==> src/rtl/uart_defs.sv <==
`default_nettype none
// ============================================================================
// Module   : uart_defs
// Purpose  : Shared constants, FSM encoding and byte-map helpers for the
//            keycode-to-UART sequencer.
// Revision : 1.0 - initial release
// ============================================================================
package uart_defs;

    localparam logic [7:0] c_ASCII_CR      = 8'h0D;
    localparam logic [7:0] c_ASCII_LF      = 8'h0A;
    localparam logic [7:0] c_HEX_DIGIT_OFS = 8'h30;
    localparam logic [7:0] c_HEX_ALPHA_OFS = 8'h37;

    localparam int unsigned c_MSG_LEN  = 6;
    localparam logic [2:0]  c_LAST_IDX = 3'(c_MSG_LEN - 1);

    typedef enum logic [1:0] {
        ST_IDLE  = 2'd0,
        ST_START = 2'd1,
        ST_WAIT  = 2'd2
    } state_t;

    function automatic logic [7:0] hex_ascii(input logic [3:0] nib);
        return (nib <= 4'd9) ? (c_HEX_DIGIT_OFS + {4'h0, nib})
                             : (c_HEX_ALPHA_OFS + {4'h0, nib});
    endfunction

    // Message layout: four hex digits MSB nibble first, then CR, LF.
    function automatic logic [7:0] msg_byte(input logic [15:0] code,
                                            input logic [2:0]  idx);
        logic [7:0] b;
        case (idx)
            3'd0:    b = hex_ascii(code[15:12]);
            3'd1:    b = hex_ascii(code[11:8]);
            3'd2:    b = hex_ascii(code[7:4]);
            3'd3:    b = hex_ascii(code[3:0]);
            3'd4:    b = c_ASCII_CR;
            default: b = c_ASCII_LF;
        endcase
        return b;
    endfunction

endpackage
`default_nettype wire

==> src/rtl/keycode_fifo.sv <==
`default_nettype none
// ============================================================================
// Module   : keycode_fifo
// Purpose  : Synchronous first-word-fall-through FIFO for keyboard codes.
// Revision : 1.0 - initial release
// ============================================================================
module keycode_fifo #(
    parameter int WIDTH      = 16,
    parameter int FIFO_DEPTH = 4,
    parameter int FIFO_AW    = 2
) (
    input  logic             clk,
    input  logic             rst,
    input  logic             push,
    input  logic [WIDTH-1:0] din,
    output logic             full,
    input  logic             pop,
    output logic [WIDTH-1:0] dout,
    output logic             empty
);

    logic [WIDTH-1:0]   r_mem [FIFO_DEPTH];
    logic [FIFO_AW-1:0] r_wr_ptr;
    logic [FIFO_AW-1:0] r_rd_ptr;
    logic [FIFO_AW:0]   r_count;
    logic               w_push;
    logic               w_pop;

    assign full   = (r_count == (FIFO_AW+1)'(FIFO_DEPTH));
    assign empty  = (r_count == '0);
    assign w_push = push && !full;
    assign w_pop  = pop && !empty;
    assign dout   = r_mem[r_rd_ptr];

    always_ff @(posedge clk) begin
        if (w_push) begin
            r_mem[r_wr_ptr] <= din;
        end
    end

    always_ff @(posedge clk) begin
        if (rst) begin
            r_wr_ptr <= '0;
            r_rd_ptr <= '0;
            r_count  <= '0;
        end else begin
            if (w_push) begin
                r_wr_ptr <= r_wr_ptr + FIFO_AW'(1);
            end
            if (w_pop) begin
                r_rd_ptr <= r_rd_ptr + FIFO_AW'(1);
            end
            case ({w_push, w_pop})
                2'b10:   r_count <= r_count + (FIFO_AW+1)'(1);
                2'b01:   r_count <= r_count - (FIFO_AW+1)'(1);
                default: r_count <= r_count;
            endcase
        end
    end

endmodule
`default_nettype wire

==> src/rtl/uart_keycode_sender.sv <==
`default_nettype none
// ============================================================================
// Module   : uart_keycode_sender
// Purpose  : Buffers 16-bit keycodes and streams each as "HHHH\r\n" to uart_tx.
// Revision : 1.0 - initial release
// ============================================================================
module uart_keycode_sender
    import uart_defs::*;
#(
    parameter int FIFO_DEPTH = 4,
    parameter int FIFO_AW    = 2
) (
    input  logic        clk,
    input  logic        rst,
    input  logic [15:0] key_code,
    input  logic        key_valid,
    output logic        key_ready,
    input  logic        tx_ready,
    output logic [7:0]  tbus,
    output logic        tstart,
    output logic        busy
);

    state_t      r_state;
    logic [2:0]  r_idx;
    logic [15:0] r_cur;
    logic        w_full;
    logic        w_empty;
    logic        w_push;
    logic        w_pop;
    logic [15:0] w_head;

    assign key_ready = !w_full && !rst;
    assign w_push    = key_valid && key_ready;
    // tx_ready may feed the pop path but never tstart: uart_tx derives ready from tstart.
    assign w_pop     = (r_state == ST_IDLE) && !w_empty && tx_ready;
    assign busy      = !w_empty || (r_state != ST_IDLE);

    keycode_fifo #(
        .WIDTH      (16),
        .FIFO_DEPTH (FIFO_DEPTH),
        .FIFO_AW    (FIFO_AW)
    ) u_fifo (
        .clk   (clk),
        .rst   (rst),
        .push  (w_push),
        .din   (key_code),
        .full  (w_full),
        .pop   (w_pop),
        .dout  (w_head),
        .empty (w_empty)
    );

    always_ff @(posedge clk) begin
        if (rst) begin
            r_state <= ST_IDLE;
            r_idx   <= '0;
            r_cur   <= '0;
            tbus    <= 8'h00;
            tstart  <= 1'b0;
        end else begin
            tstart <= 1'b0;
            case (r_state)
                ST_IDLE: begin
                    if (w_pop) begin
                        r_cur   <= w_head;
                        r_idx   <= 3'd0;
                        tbus    <= msg_byte(w_head, 3'd0);
                        tstart  <= 1'b1;
                        r_state <= ST_START;
                    end
                end
                ST_START: begin
                    r_state <= ST_WAIT;
                end
                ST_WAIT: begin
                    if (tx_ready) begin
                        if (r_idx < c_LAST_IDX) begin
                            r_idx   <= r_idx + 3'd1;
                            tbus    <= msg_byte(r_cur, r_idx + 3'd1);
                            tstart  <= 1'b1;
                            r_state <= ST_START;
                        end else begin
                            r_state <= ST_IDLE;
                        end
                    end
                end
                default: begin
                    r_state <= ST_IDLE;
                end
            endcase
        end
    end

endmodule
`default_nettype wire

==> config.mk <==
export PLATFORM = sky130hd
export DESIGN_NAME = uart_keycode_sender
export DESIGN_NICKNAME = d
export VERILOG_FILES = /design/src/rtl/uart_defs.sv /design/src/rtl/keycode_fifo.sv /design/src/rtl/uart_keycode_sender.sv
export SDC_FILE = /design/constraint.sdc
export NUM_CORES = 1
export LEC_CHECK = 0
export CAP_MARGIN = 20
export CORE_ASPECT_RATIO = 0.9
export CORE_MARGIN = 8
export CORE_UTILIZATION = 45
export DETAILED_ROUTE_END_ITERATION = 6
export PLACE_DENSITY_LB_ADDON = 0.05
export SETUP_SLACK_MARGIN = 0.3
export SKIP_LAST_GASP = 1
export SLEW_MARGIN = 15
export SYNTH_ARGS = -nofsm -noshare
export SYNTH_HDL_FRONTEND = slang
export SYNTH_HIERARCHICAL = 1
export SYNTH_SLANG_ARGS = --single-unit
export TNS_END_PERCENT = 1
==> constraint.sdc <==
create_clock -name clk -period 2.9 [get_ports clk]
set_input_delay 0.87 -clock clk [delete_from_list [all_inputs] [get_ports clk]]
set_output_delay 0.87 -clock clk [all_outputs]
set_load 0.05 [all_outputs]
==> results of run 1 <==
[critical path, stage by stage]
cell and delay [ns]:
buf_2 0.09, or4b_4 0.48, clkinv_4 0.07, o31ai_4 0.07
inv_2 0.06, ha_2 0.18, inv_2 0.04, fa_2 0.35
xor2_1 0.17, or3_1 0.32, a21oi_2 0.14
[area by class of cell]
type / instances / area, um2
clock buffer: 10 / 229
timing repair buffer: 49 / 492
inverter: 25 / 98.8
tap: 129 / 161
multi-input combinational: 247 / 1860
sequential: 102 / 2690
clock inverter: 6 / 82.6
fill: 916 / 4640
[flip-flops by register name, summed over array words and instances (netlist names), named ones only]
| signal | count |
|---|---|
| tstart | 1 |
| tbus | 7 |
| u_fifo/r_rd_ptr | 2 |
| u_fifo/r_wr_ptr | 2 |
| r_state | 2 |
| u_fifo/r_mem | 64 |
| r_idx | 3 |
| u_fifo/r_count | 3 |
| r_cur | 16 |
[through the flow]
stage | power (uW) | setup WS [ns]
finish | 3310 | 0.342
detailed placement | 2100 | -0.352
global route | 3450 | 0.257
CTS | 3350 | 0.290
floorplan | 1960 | -0.0293
global placement | 2090 | -0.292
[power groups by stage]
stage                     clock, uW  sequential (uW)  combinational [uW]
after detailed placement          0             1670                 435
after CTS                      1270             1640                 440
after global routing           1330             1640                 480
after global placement            0             1670                 429
final                          1240             1640                 436
after floorplan                   0             1710                 253
[final timing paths]
| path | endpoint | cells after the start | start | slack [ns] |
|---|---|---|---|---|
| min reg2reg | tbus[4] | 2 | tbus[4] | 0.45 |
| max | u_fifo/r_count[2] | 11 | tx_ready | 0.34 |
| min | tbus[4] | 2 | tbus[4] | 0.45 |
| max reg2reg | u_fifo/r_count[2] | 11 | u_fifo/r_count[0] | 0.42 |
[Yosys cell counts, types with 4 or more instances]
library cell,n
a21o_1,4
a21oi_1,33
and2_1,6
buf_2,4
buf_6,5
clkbuf_1,5
dfxtp_1,38
edfxtp_1,64
ha_1,20
inv_1,24
mux4_1,6
mux4_2,10
nand2_1,48
nand2b_1,5
nand3_1,5
nor2_1,29
nor3_1,5
o21a_1,4
o21ai_0,11
or2_2,5
or3_1,4
xnor2_1,5
[per-layer routing]
metal / vias up / track usage
li1: 1502 / -
met4: 0 / 0.0404
met2: 49 / 0.223
met3: 11 / 0.0393
met1: 1453 / 0.196
met5: - / 0
[repair_timing]
action / in CTS / in global routing
gates resized for setup: 11 / 5
setup buffers: 2 / 0
endpoints found under the setup margin: 4 / 3
pin swaps: 5 / 2
gates cloned: 0 / 0
[cells by family (layout without fill, tap and decap cells)]
kind of cell	count (synthesis)	count (layout)	synth area share
AOI/OAI and AO/OA	77	77	0.102
xor gates and xnor gates	8	8	0.0148
adders and majority gates	21	21	0.0571
buffers and inverters	42	90	0.0468
DFF	102	102	0.567
muxes	21	21	0.0920
other	1	1	0.000792
and+or+nand+nor	119	119	0.119
==> run metrics, run 1 <==
outcome=completed; crit start category=input port; initial antenna violation count=0; dpl cells=550; row cnt=35; Worst-Margin Slew=0.727 ns; Clock Latency Late Sink=0.35 ns; clk_skew=0.00718 ns; Post-DP Area=5270 um2; Leak=0.00197 uW; TritonCTS clock tree=built; hold slack final=0.453 ns; initial DRC count=188; share of layout cells above drive strength 1=0.169; GRT Total Usage=0.145; post-route cell area=5610 um2; FMAX=391 MHz; Worst Path Arrival=2.83 ns; Starting Density=0.462; Syn Inst Count=391; Comb power frac=0.131; number of synthesized flops with an enable pin=64; asr flop ratio synth=0; die width=124 um; Post-Route WL=9.47 mm; CP Capture Type=flip-flop; vias after detailed routing=3015; max-cap check violation count=0; Slew Limit Fails=0; Final Hold Fails=0; TritonCTS buffer count=9; largest net degree at the start of global routing=40; gp weighted congestion=0.854; met1 WL=4.59 mm; number of synthesized register bits=102; Hold Crit Class=reg -> reg; H-tree levels=3; hold_buf cts=0; I/O pins=31; first-pass GRT wire length=15.7 mm; Seq/Total Area, Yosys=0.567; Syn Area/Cell=12.1 um2; power per cell area=591 nW/um2; RSZ-0062 raised after global routing=yes; Placeable Area=10200 um2; CTS max path bufs=2; Req. time, crit path=3.17 ns; Area contributors post-synth=edfxtp_1 (41%), dfxtp_1 (16%), ha_1 (5.3%), mux4_2 (4.8%), nand2_1 (3.8%); most common cell after layout, fill and taps aside=edfxtp_1; clock network fraction of design power=0.375; total negative slack=0 ns; Die Area=14100 um2; maximum vdd ir drop=0.377 mV; met2 WL=4.35 mm; Finished Layout Cells=568; Switch Pwr=848 uW; area delta synth->final=18.5%; n_diodes=0; Internal=2460 uW; Final #Nets=475; commonest register cell after synthesis=edfxtp_1; Switching Fraction=0.256; Post-DRT Antenna Nets=0; clock slew at reported path FFs=0.07 ns; Tmin final=2.56 ns; Syn Nets=432; number of global-route vias before repair=3085; vias per cell=5.31; final setup violation count=0; Util after Layout=0.547; die height=113 um; clock tree sinks=102; Residual DRC=0; sequential power share=0.494; DR top layer=met4; Slew HR=0.514; Setup Crit Path Kind=in -> reg; Synth top area share=0.406; PortBufs=29; Yosys warnings=6; cell taking the most area after synthesis=edfxtp_1; Overflow after GRT=0; met3 WL post-DR=428 um; Post-Syn Area=4730 um2; crit share post-route=0.882; clock root cell=clkbuf_16; Detail Placement HPWL=6.72 mm; Detailed Routing Iterations Pass 1=4; Cell variety after synth=58; most frequent cells in the layout=edfxtp_1 (64), nand2_1 (48), dfxtp_1 (35), a21oi_1 (32), nor2_1 (28); Critical Path Fanout Max=2; Routed WL per cell=16.7 um
(Power assumes the default switching activity.)
==> run 2: changes to the inputs <==
SLEW_MARGIN = default   (was 15)
SYNTH_HIERARCHICAL = default   (was 1)
==> run 2 against run 1 <==
Routed wire length down 2.0%; via count down 2.0%; critical path depth is 1 lower; clock power down 6%; register-to-register slack improved by 0.18 ns; first-iteration DRC count fell by 6.9%; total power up 40%; utilization shrank 0.80 points; global-route usage down 0.13 points; fmax shrank 1.4%; non-clock buffer count fell by 3; critical path type unchanged; largest power group unchanged.
==> run metrics, run 2 <==
Seq/Total Area, Yosys=0.587; Residual DRC=0; gp weighted congestion=0.867; Reg-to-Reg Start=r_idx[0]; Critical Path Fanout Max=2; vias after detailed routing=2956; final setup violation count=0; Routed WL per cell=16.7 um; GRT Total Usage=0.144; Starting Density=0.454; Post-Route WL=9.28 mm; register area=2680 um2; PortBufs=29; R2R depth=10; FMAX=386 MHz; Synth top cells by count=edfxtp_1 (64), nand2_1 (49), dfxtp_1 (38), a21oi_1 (31), inv_1 (27); power per cell area=853 nW/um2; Synth top area share=0.420; number of synthesized register bits=102; die width=122 um; number of global-route vias before repair=2992; largest net degree at the start of global routing=38; RR Endpoint=u_fifo.r_count[2]; Leak=0.00188 uW; asr flop ratio synth=0; count of cells resized by post-cts repair=2; max-cap check violation count=0; initial DRC count=175; Req. time, crit path=3.18 ns; row cnt=35; Clock Latency Late Sink=0.35 ns; TritonCTS clock tree=built; crit share post-route=0.894; most frequent cells in the layout=edfxtp_1 (64), nand2_1 (48), dfxtp_1 (38), a21oi_1 (31), inv_1 (27); Syn Nets=420; maximum vdd ir drop=0.778 mV; clock slew at reported path FFs=0.08 ns; Detail Placement HPWL=6.39 mm; cell taking the most area after synthesis=edfxtp_1; vias per cell=5.31; most common cell after layout, fill and taps aside=edfxtp_1; number of synthesized flops with an enable pin=64; commonest register cell after synthesis=edfxtp_1; Finished Layout Cells=557; Area contributors post-synth=edfxtp_1 (42%), dfxtp_1 (17%), mux4_2 (7.4%), ha_1 (5.5%), nand2_1 (4.0%); H-tree levels=3; CP Capture Type=flip-flop; I/O pins=31; share of layout cells above drive strength 1=0.152; Syn Inst Count=379; Yosys warnings=0; Tmin final=2.59 ns; n_diodes=0; critical path endpoint=u_fifo.r_count[2]; first-pass GRT wire length=15.2 mm; Crit. Startpoint=tx_ready; clock tree sinks=102; dpl cells=541; Detailed Routing Iterations Pass 1=4; CTS max path bufs=2; crit start category=input port; initial antenna violation count=0; Cell variety after synth=52; Overflow after GRT=0; Die Area=13600 um2; Post-DRT Antenna Nets=0; flop-to-flop setup slack=0.60 ns; count leader, synth=edfxtp_1; Final Hold Fails=0; clk_skew=0.00918 ns; Placeable Area=10100 um2; clock root cell=clkbuf_16; Syn Area/Cell=12.1 um2; Biggest register=u_fifo.r_mem; area delta synth->final=18.8%; outcome=completed; Util after Layout=0.539; die height=112 um; Slew HR=0.544; hold_buf cts=0; postcts setup bufs=0; RSZ-0062 raised after global routing=yes; Hold Crit Class=reg -> reg; largest registers=u_fifo.r_mem: 64 flops, r_cur: 16 flops, tbus: 7 flops; Fill cells=893; Setup Crit Path Kind=in -> reg; Worst-Margin Slew=0.677 ns; Final #Nets=464; Slew Limit Fails=0; multi-input logic area=1760 um2; Post-Syn Area=4570 um2; Worst Path Arrival=2.87 ns; total power draw=4640 uW; TritonCTS buffer count=9; number of flip-flops in the largest register=64
run 2: cell types whose count changed after synthesis, moves of 5 or more:
cell / delta
mux4_2: +5
o21ai_0: +6
and2_1: -5
mux4_1: -5
run 2: worst min path at each step:
stage,end,depth (start not counted),start,slack [ns]
after global routing,r_cur[9],2,r_cur[9],0.50
final,r_cur[1],2,r_cur[1],0.47
after CTS,r_cur[1],2,r_cur[1],0.47
after detailed placement,r_cur[1],2,r_cur[1],0.46
after global placement,r_cur[1],2,r_cur[1],0.46
after floorplan,r_cur[13],2,r_cur[13],0.44
run 2: layout make-up:
class	count	share of cell area
Timing Repair Buffer	46	0.0788
Clock inverter	7	0.0113
Tap cell	129	0.0297
Multi-Input combinational cell	235	0.324
Sequential cell	102	0.494
Inverter	29	0.0210
Clock buffer	9	0.0415
run 2: power by group:
group          switching [uW]  internal (uW)  total, uW
logic                     942            654       1600
clock network             568            602       1170
registers                 137           1730       1870
total                    1650           2990       4640
run 2: routing by layer:
layer / wire, um / track usage
met4: 174 / 0.0544
met1: 4350 / 0.181
met2: 4410 / 0.232
met3: 344 / 0.0364
met5: 0 / 0
run 2: stage by stage:
stage	hold slack (ns)	setup WS [ns]	instance area, um2	setup TNS (ns)
floorplan	0.444	0.325	4620	0
global placement	0.463	-0.0162	5140	-0.0162
detailed placement	0.462	-0.0613	5140	-0.0613
CTS	0.473	0.302	5430	0
global route	0.498	0.209	5430	0
finish	0.473	0.306	5430	0
run 2: logic make-up after synthesis:
group | share of synthesized area
simple gates | 0.101
flops | 0.587
compound gates | 0.105
buf+inv | 0.0375
fa+ha+maj | 0.0591
mux | 0.0870
xor+xnor | 0.0230
other cells | 0.000820
run 2: worst max-delay path, cell delays in order:
cell	delay, ns
clkdlybuf4s50_1	0.48
o2111a_1	0.25
nand2_4	0.08
inv_6	0.07
ha_4	0.12
inv_1	0.04
fa_1	0.37
xor2_1	0.16
or3_1	0.30
a21oi_1	0.14
